`src/rtl/imem_arb_pkg.sv`:
```
// Shared types for the instruction-memory arbiter: FSM states, owner ids
// and the default starvation limit.
package imem_arb_pkg;

  localparam int STARVE_MAX_DEFAULT = 4;

  typedef enum logic [1:0] {
    RUN    = 2'd0,
    DRAIN  = 2'd1,
    LOCKED = 2'd2
  } state_e;

  typedef enum logic {
    OWN_FETCH = 1'b0,
    OWN_HOST  = 1'b1
  } owner_id_e;

  // Who was granted last cycle, and whether that grant was a host write
  // (a write is acknowledged locally instead of waiting for memory data).
  typedef struct packed {
    logic      valid;
    owner_id_e id;
    logic      we;
  } owner_t;

endpackage

```
`src/rtl/imem_arbiter.sv`:
```
// Two-port arbiter in front of a single-ported instruction memory.
// The fetch unit and a host/loader share the memory; grants are combinational,
// responses come back one cycle later and are routed to the recorded owner.
// The host can lock the memory for program load; fetch is drained first.
module imem_arbiter
  import imem_arb_pkg::*;
#(
  parameter int STARVE_MAX = STARVE_MAX_DEFAULT,
  parameter int ADDR_W     = 12
) (
  input  logic              clk_i,
  input  logic              rst_ni,
  // fetch port
  input  logic              f_req_i,
  input  logic [ADDR_W-1:0] f_addr_i,
  output logic              f_gnt_o,
  output logic              f_rvalid_o,
  output logic [31:0]       f_rdata_o,
  // host / loader port
  input  logic              h_req_i,
  input  logic              h_we_i,
  input  logic [ADDR_W-1:0] h_addr_i,
  input  logic [31:0]       h_wdata_i,
  input  logic [3:0]        h_be_i,
  input  logic              h_lock_i,
  output logic              h_gnt_o,
  output logic              h_rvalid_o,
  output logic [31:0]       h_rdata_o,
  output logic              locked_o,
  // memory side
  output logic              mem_req_o,
  output logic              mem_we_o,
  output logic [ADDR_W-1:0] mem_addr_o,
  output logic [31:0]       mem_wdata_o,
  output logic [3:0]        mem_wmask_o,
  input  logic [31:0]       mem_rdata_i,
  input  logic              mem_rvalid_i
);

  localparam int               CNT_W   = 4;
  localparam logic [CNT_W-1:0] CNT_MAX = CNT_W'(STARVE_MAX);

  state_e           state_q;
  logic             locked_q;
  logic [CNT_W-1:0] starve_q;
  owner_t           owner_q;
  logic             f_win;
  logic             h_win;
  logic             starved;

  assign starved = (starve_q == CNT_MAX);

  // Pick at most one winner this cycle; fetch is shut out outside RUN.
  always_comb begin
    // NOTE: every output of a combinational block gets a default first so no
    // path leaves it unassigned, which would infer a latch.
    f_win = 1'b0;
    h_win = 1'b0;
    case (state_q)
      RUN: begin
        h_win = h_req_i && (!f_req_i || starved);
        f_win = f_req_i && !h_win;
      end
      default: h_win = h_req_i;
    endcase
  end

  assign f_gnt_o   = f_win;
  assign h_gnt_o   = h_win;
  assign mem_req_o = f_win | h_win;
  assign locked_o  = locked_q;

  // Drive the memory request fields from whichever side won.
  always_comb begin
    mem_we_o    = 1'b0;
    mem_addr_o  = '0;
    mem_wdata_o = '0;
    mem_wmask_o = 4'b0000;
    if (h_win) begin
      mem_we_o    = h_we_i;
      mem_addr_o  = h_addr_i;
      mem_wdata_o = h_we_i ? h_wdata_i : '0;
      mem_wmask_o = h_we_i ? h_be_i : 4'b0000;
    end else if (f_win) begin
      mem_addr_o  = f_addr_i;
    end
  end

  // Lock FSM; a fetch response is always at most one cycle old, so DRAIN
  // only ever needs a single cycle before the host owns the memory.
  always_ff @(posedge clk_i or negedge rst_ni) begin
    // NOTE: state registers use non-blocking assignments so every flop samples
    // the pre-edge values regardless of statement order.
    if (!rst_ni) begin
      state_q  <= RUN;
      locked_q <= 1'b0;
    end else begin
      case (state_q)
        RUN: begin
          if (h_lock_i) state_q <= DRAIN;
        end
        DRAIN: begin
          if (h_lock_i) begin
            state_q  <= LOCKED;
            locked_q <= 1'b1;
          end else begin
            state_q  <= RUN;
          end
        end
        LOCKED: begin
          if (!h_lock_i) begin
            state_q  <= RUN;
            locked_q <= 1'b0;
          end
        end
        default: begin
          state_q  <= RUN;
          locked_q <= 1'b0;
        end
      endcase
    end
  end

  // Starvation counter and owner record for routing next cycle's response.
  always_ff @(posedge clk_i or negedge rst_ni) begin
    if (!rst_ni) begin
      starve_q <= '0;
      owner_q  <= '{valid: 1'b0, id: OWN_FETCH, we: 1'b0};
    end else begin
      if (h_win) begin
        starve_q <= '0;
      end else if (f_win && h_req_i && !starved) begin
        starve_q <= starve_q + 1'b1;
      end
      owner_q.valid <= f_win | h_win;
      owner_q.id    <= h_win ? OWN_HOST : OWN_FETCH;
      owner_q.we    <= h_win & h_we_i;
    end
  end

  // Route the memory response (or the local write ack) to last cycle's owner.
  always_comb begin
    f_rvalid_o = 1'b0;
    f_rdata_o  = '0;
    h_rvalid_o = 1'b0;
    h_rdata_o  = '0;
    if (owner_q.valid) begin
      if (owner_q.id == OWN_FETCH) begin
        f_rvalid_o = mem_rvalid_i;
        f_rdata_o  = mem_rvalid_i ? mem_rdata_i : '0;
      end else if (owner_q.we) begin
        h_rvalid_o = 1'b1;
      end else begin
        h_rvalid_o = mem_rvalid_i;
        h_rdata_o  = mem_rvalid_i ? mem_rdata_i : '0;
      end
    end
  end

endmodule

```
`config.mk`:
```
export PLATFORM = sky130hd
export DESIGN_NAME = imem_arbiter
export DESIGN_NICKNAME = d
export VERILOG_FILES = /design/src/rtl/imem_arb_pkg.sv /design/src/rtl/imem_arbiter.sv
export SDC_FILE = /design/constraint.sdc
export NUM_CORES = 1
export LEC_CHECK = 0
export CORE_AREA = 2 2 84 86
export CTS_CLUSTER_SIZE = 8
export DETAILED_ROUTE_END_ITERATION = 6
export DIE_AREA = 0 0 86 88
export PLACE_DENSITY = 0.76
export SLEW_MARGIN = 20
export SYNTH_ARGS = -nofsm -noshare
export SYNTH_HDL_FRONTEND = slang
export SYNTH_SLANG_ARGS = --single-unit
```
`constraint.sdc`:
```
create_clock -name clk_i -period 2.3 [get_ports clk_i]
set_clock_uncertainty 0.05 [all_clocks]
set_input_delay 0.575 -clock clk_i [delete_from_list [all_inputs] [get_ports clk_i]]
set_output_delay 0.575 -clock clk_i [all_outputs]
set_load 0.01 [all_outputs]
```
==> impl_metrics.env <==
export IMPL_start_kind="flip-flop"
export IMPL_synth_edf_count=0
export IMPL_fin_crit_ns=2.42
export IMPL_violations="negative setup slack"
export IMPL_critPathArrivalTime_ns=1.79
export IMPL_hp_start="starve_q[3]$_DFFE_PN0P_"
export IMPL_row_count=30
export IMPL_post_route_util_pct=62.9
export IMPL_required_ns=1.67
export IMPL_ir_drop_mv=0.229
export IMPL_grt_pass1_vias=2349
export IMPL_overflow=0
export IMPL_async_flop_share_pct=100
export IMPL_synth_fp_nets=296
export IMPL_drt_iter0_drc=8
export IMPL_path_class="reg -> out"
export IMPL_fp_coreArea_um2=6640
export IMPL_cp_max_fo=5
export IMPL_p_leak_nw=2.17
export IMPL_cpMaxStageDelayCell="dfrtp_1"
export IMPL_synth_seq_area_share_pct=17.9
export IMPL_power_density_nw_per_um2=330
export IMPL_max_slew_worst_pin_slew_ns=0.483
export IMPL_max_stage_delay_ns=0.38
export IMPL_synth_top_area_share_pct=45.1
export IMPL_cts_tree="built"
export IMPL_yosys_area_top_type="and2_1"
export IMPL_fin_hold_ws_ns=0.478
export IMPL_crit_top_cell="buf_6"
export IMPL_r2r_start="starve_q[0]$_DFFE_PN0P_"
export IMPL_fin_crit_sh_pct=105
export IMPL_design_die_area_um2=7570
export IMPL_place_congestion=0.751
export IMPL_vias=2299
export IMPL_max_cap_violations=0
export IMPL_postLayoutCellArea_um2=4180
export IMPL_area_delta_synth_final_pct=198
export IMPL_finalSetupViolCount=51
export IMPL_cts_sinks=10
export IMPL_synthDistinctLibCells=28
export IMPL_die_w_um=86
export IMPL_dr_pass1_iters=4
export IMPL_viasPerCell=4.35
export IMPL_synth_cells=195
export IMPL_clk_insertion_delay_late_ns=0.24
export IMPL_instances_no_fill=528
export IMPL_outcome="finished with violations"
export IMPL_ys_warnings_count=0
export IMPL_cp_depth=9
export IMPL_ys_top_cells_by_area="and2_1 45%, dfrtp_1 18%, mux2i_1 8.6%"
export IMPL_finalPower_w=0.00138
export IMPL_layout_setup_ws_ns=-0.119
export IMPL_startpoint="starve_q[0]$_DFFE_PN0P_"
export IMPL_nNetsFinal=551
export IMPL_grt_total_usage_pct=19.1
export IMPL_grt_pass1_wl_um=11300
export IMPL_wl_per_cell_um=16.0
export IMPL_worstPathBufferInverterCount=5
export IMPL_antenna_cells=0
export IMPL_ctsHtreeMaxLevel=1
export IMPL_rsz0062_at_grt="yes"
export IMPL_place_area_um2=3790
export IMPL_grt_max_degree=22
export IMPL_ys_seq_elements=10
export IMPL_min_path_cells=1
export IMPL_finalMaxSlewViolations=0
export IMPL_path_delay_family="buffers and inverters"
export IMPL_cp_cell_sequence="inv_2 -> ha_4 -> nand4b_4 -> a21oi_4 -> buf_6 -> buf_12 -> buf_16 -> and2_4 -> buf_6"
export IMPL_numPortBuffers=217
export IMPL_reg2reg_to="starve_q[2]$_DFFE_PN0P_"
export IMPL_dp_cells=497
export IMPL_syn_avg_cell_area_um2=7.19
export IMPL_die_h_um=88
export IMPL_max_freq_ghz=0.413
export IMPL_drc_errors=0
export IMPL_antenna_found_initial=0
export IMPL_dpl_hpwl_um=5550
export IMPL_synth_area_um2=1400
export IMPL_initial_core_util_pct=21.1
export IMPL_endpoint_kind="primary output"
export IMPL_reg2regPathDepth=8
export IMPL_ioPinCount=218
export IMPL_root_buffer="clkbuf_8"
export IMPL_clockBufferDepth=2
export IMPL_hold_class="reg -> reg"
export IMPL_synthFlopType="dfrtp_1"
export IMPL_final_layout_size_suffix_gt1_share_pct=42.2
export IMPL_slew_headroom_pct=67.7
export IMPL_cts_buffers=3
export IMPL_hold_path_endpoint="starve_q[3]$_DFFE_PN0P_"
export IMPL_reg2reg_slack_ns=0.71
export IMPL_hold_viol_final=0
export IMPL_route_final_wire_length_um=8440
export IMPL_clk_pin_slew_ns=0.05
export IMPL_final_antenna_net_count=0
## cells in the final DEF, fill, tap and decap left out, types with 11 or more instances in the layout
| cell type | count |
|---|---|
| clkdlybuf4s50_1 | 96 |
| and2_4 | 36 |
| mux2i_1 | 11 |
| nand2_1 | 14 |
| buf_4 | 24 |
| buf_2 | 44 |
| inv_1 | 16 |
| buf_6 | 48 |
| and2_1 | 65 |
| dlygate4sd2_1 | 21 |
## cells in the mapped netlist (2+ instances only)
cell type	n
nor3b_1	2
nand2_1	16
clkbuf_2	2
inv_1	18
and2_1	101
nand4_1	3
a21oi_1	2
o21ai_0	3
ha_1	2
clkbuf_1	8
mux2i_1	12
dfrtp_1	10
## routing by layer
metal / track usage, % / part of all wire (%)
met2: 37.8 / 55
met3: 4.43 / 9.1
met1: 18.7 / 32
met5: 0 / 0
met4: 8.23 / 4.1
## layout make-up
type | count | area, um^2
well taps | 80 | 100
inverters | 18 | 67.6
repair buffers | 261 | 2510
fillers | 569 | 2470
clock buffers | 3 | 41.3
multi-input cells | 156 | 1210
flip-flops and latches | 10 | 251
## kinds of logic after synthesis
kind of cell | count (synthesis) | share of synthesized area (%)
and+or+nand+nor | 129 | 56.6
xor gates and xnor gates | 1 | 0.625
adders and majority gates | 2 | 1.79
buffers and inverters | 30 | 8.84
muxes | 12 | 8.57
AOI/OAI and AO/OA | 11 | 5.72
DFF | 10 | 17.9
## flip-flops by register name (all words and copies together) (netlist names)
register / cells
starve_q: 4
owner_q: 3
state_q: 2
locked_o: 1
## stage by stage
| stage | TNS, ns | setup slack [ns] |
|---|---|---|
| 2_1_floorplan | 0 | 0.168 |
| 3_3_place_gp | -68.10 | -0.702 |
| 3_5_place_dp | -69.77 | -0.724 |
| 4_1_cts | -1.07 | -0.0780 |
| 5_1_grt | -6.81 | -0.190 |
| 6_report | -3.26 | -0.119 |
## worst register-to-register path, stage by stage, from the launching register on
cell and delay (ns):
dfrtp_1 0.38, inv_2 0.08, ha_4 0.16, nand4b_4 0.13, buf_4 0.18, buf_4 0.13
buf_4 0.14, a31oi_1 0.14, o21ai_0 0.08
## worst max path at each step
stage / endpoint / slack, ns
finish: mem_wdata_o[19] / -0.12
global route: mem_wdata_o[16] / -0.19
CTS: mem_wdata_o[16] / -0.08
detailed placement: mem_addr_o[11] / -0.72
global placement: mem_wdata_o[11] / -0.70
floorplan: mem_wdata_o[23] / 0.17
## where the power goes
group / internal [W] / switching (W) / leakage (nW)
sequential: 0.000204 / 0.0000269 / 0.126
combinational: 0.000591 / 0.000373 / 2.02
clock: 0.000115 / 0.0000700 / 0.0216
## timing repair
| action | CTS | global route |
|---|---|---|
| endpoints found under the setup margin | 118 | 80 |
| cloned | 8 | 2 |
| setup buffers | 17 | 6 |
| gates resized for setup | 427 | 78 |
| pin swaps | 28 | 20 |
| hold buffers | 0 | 0 |
No activity file was read; power rests on OpenSTA's default activity.
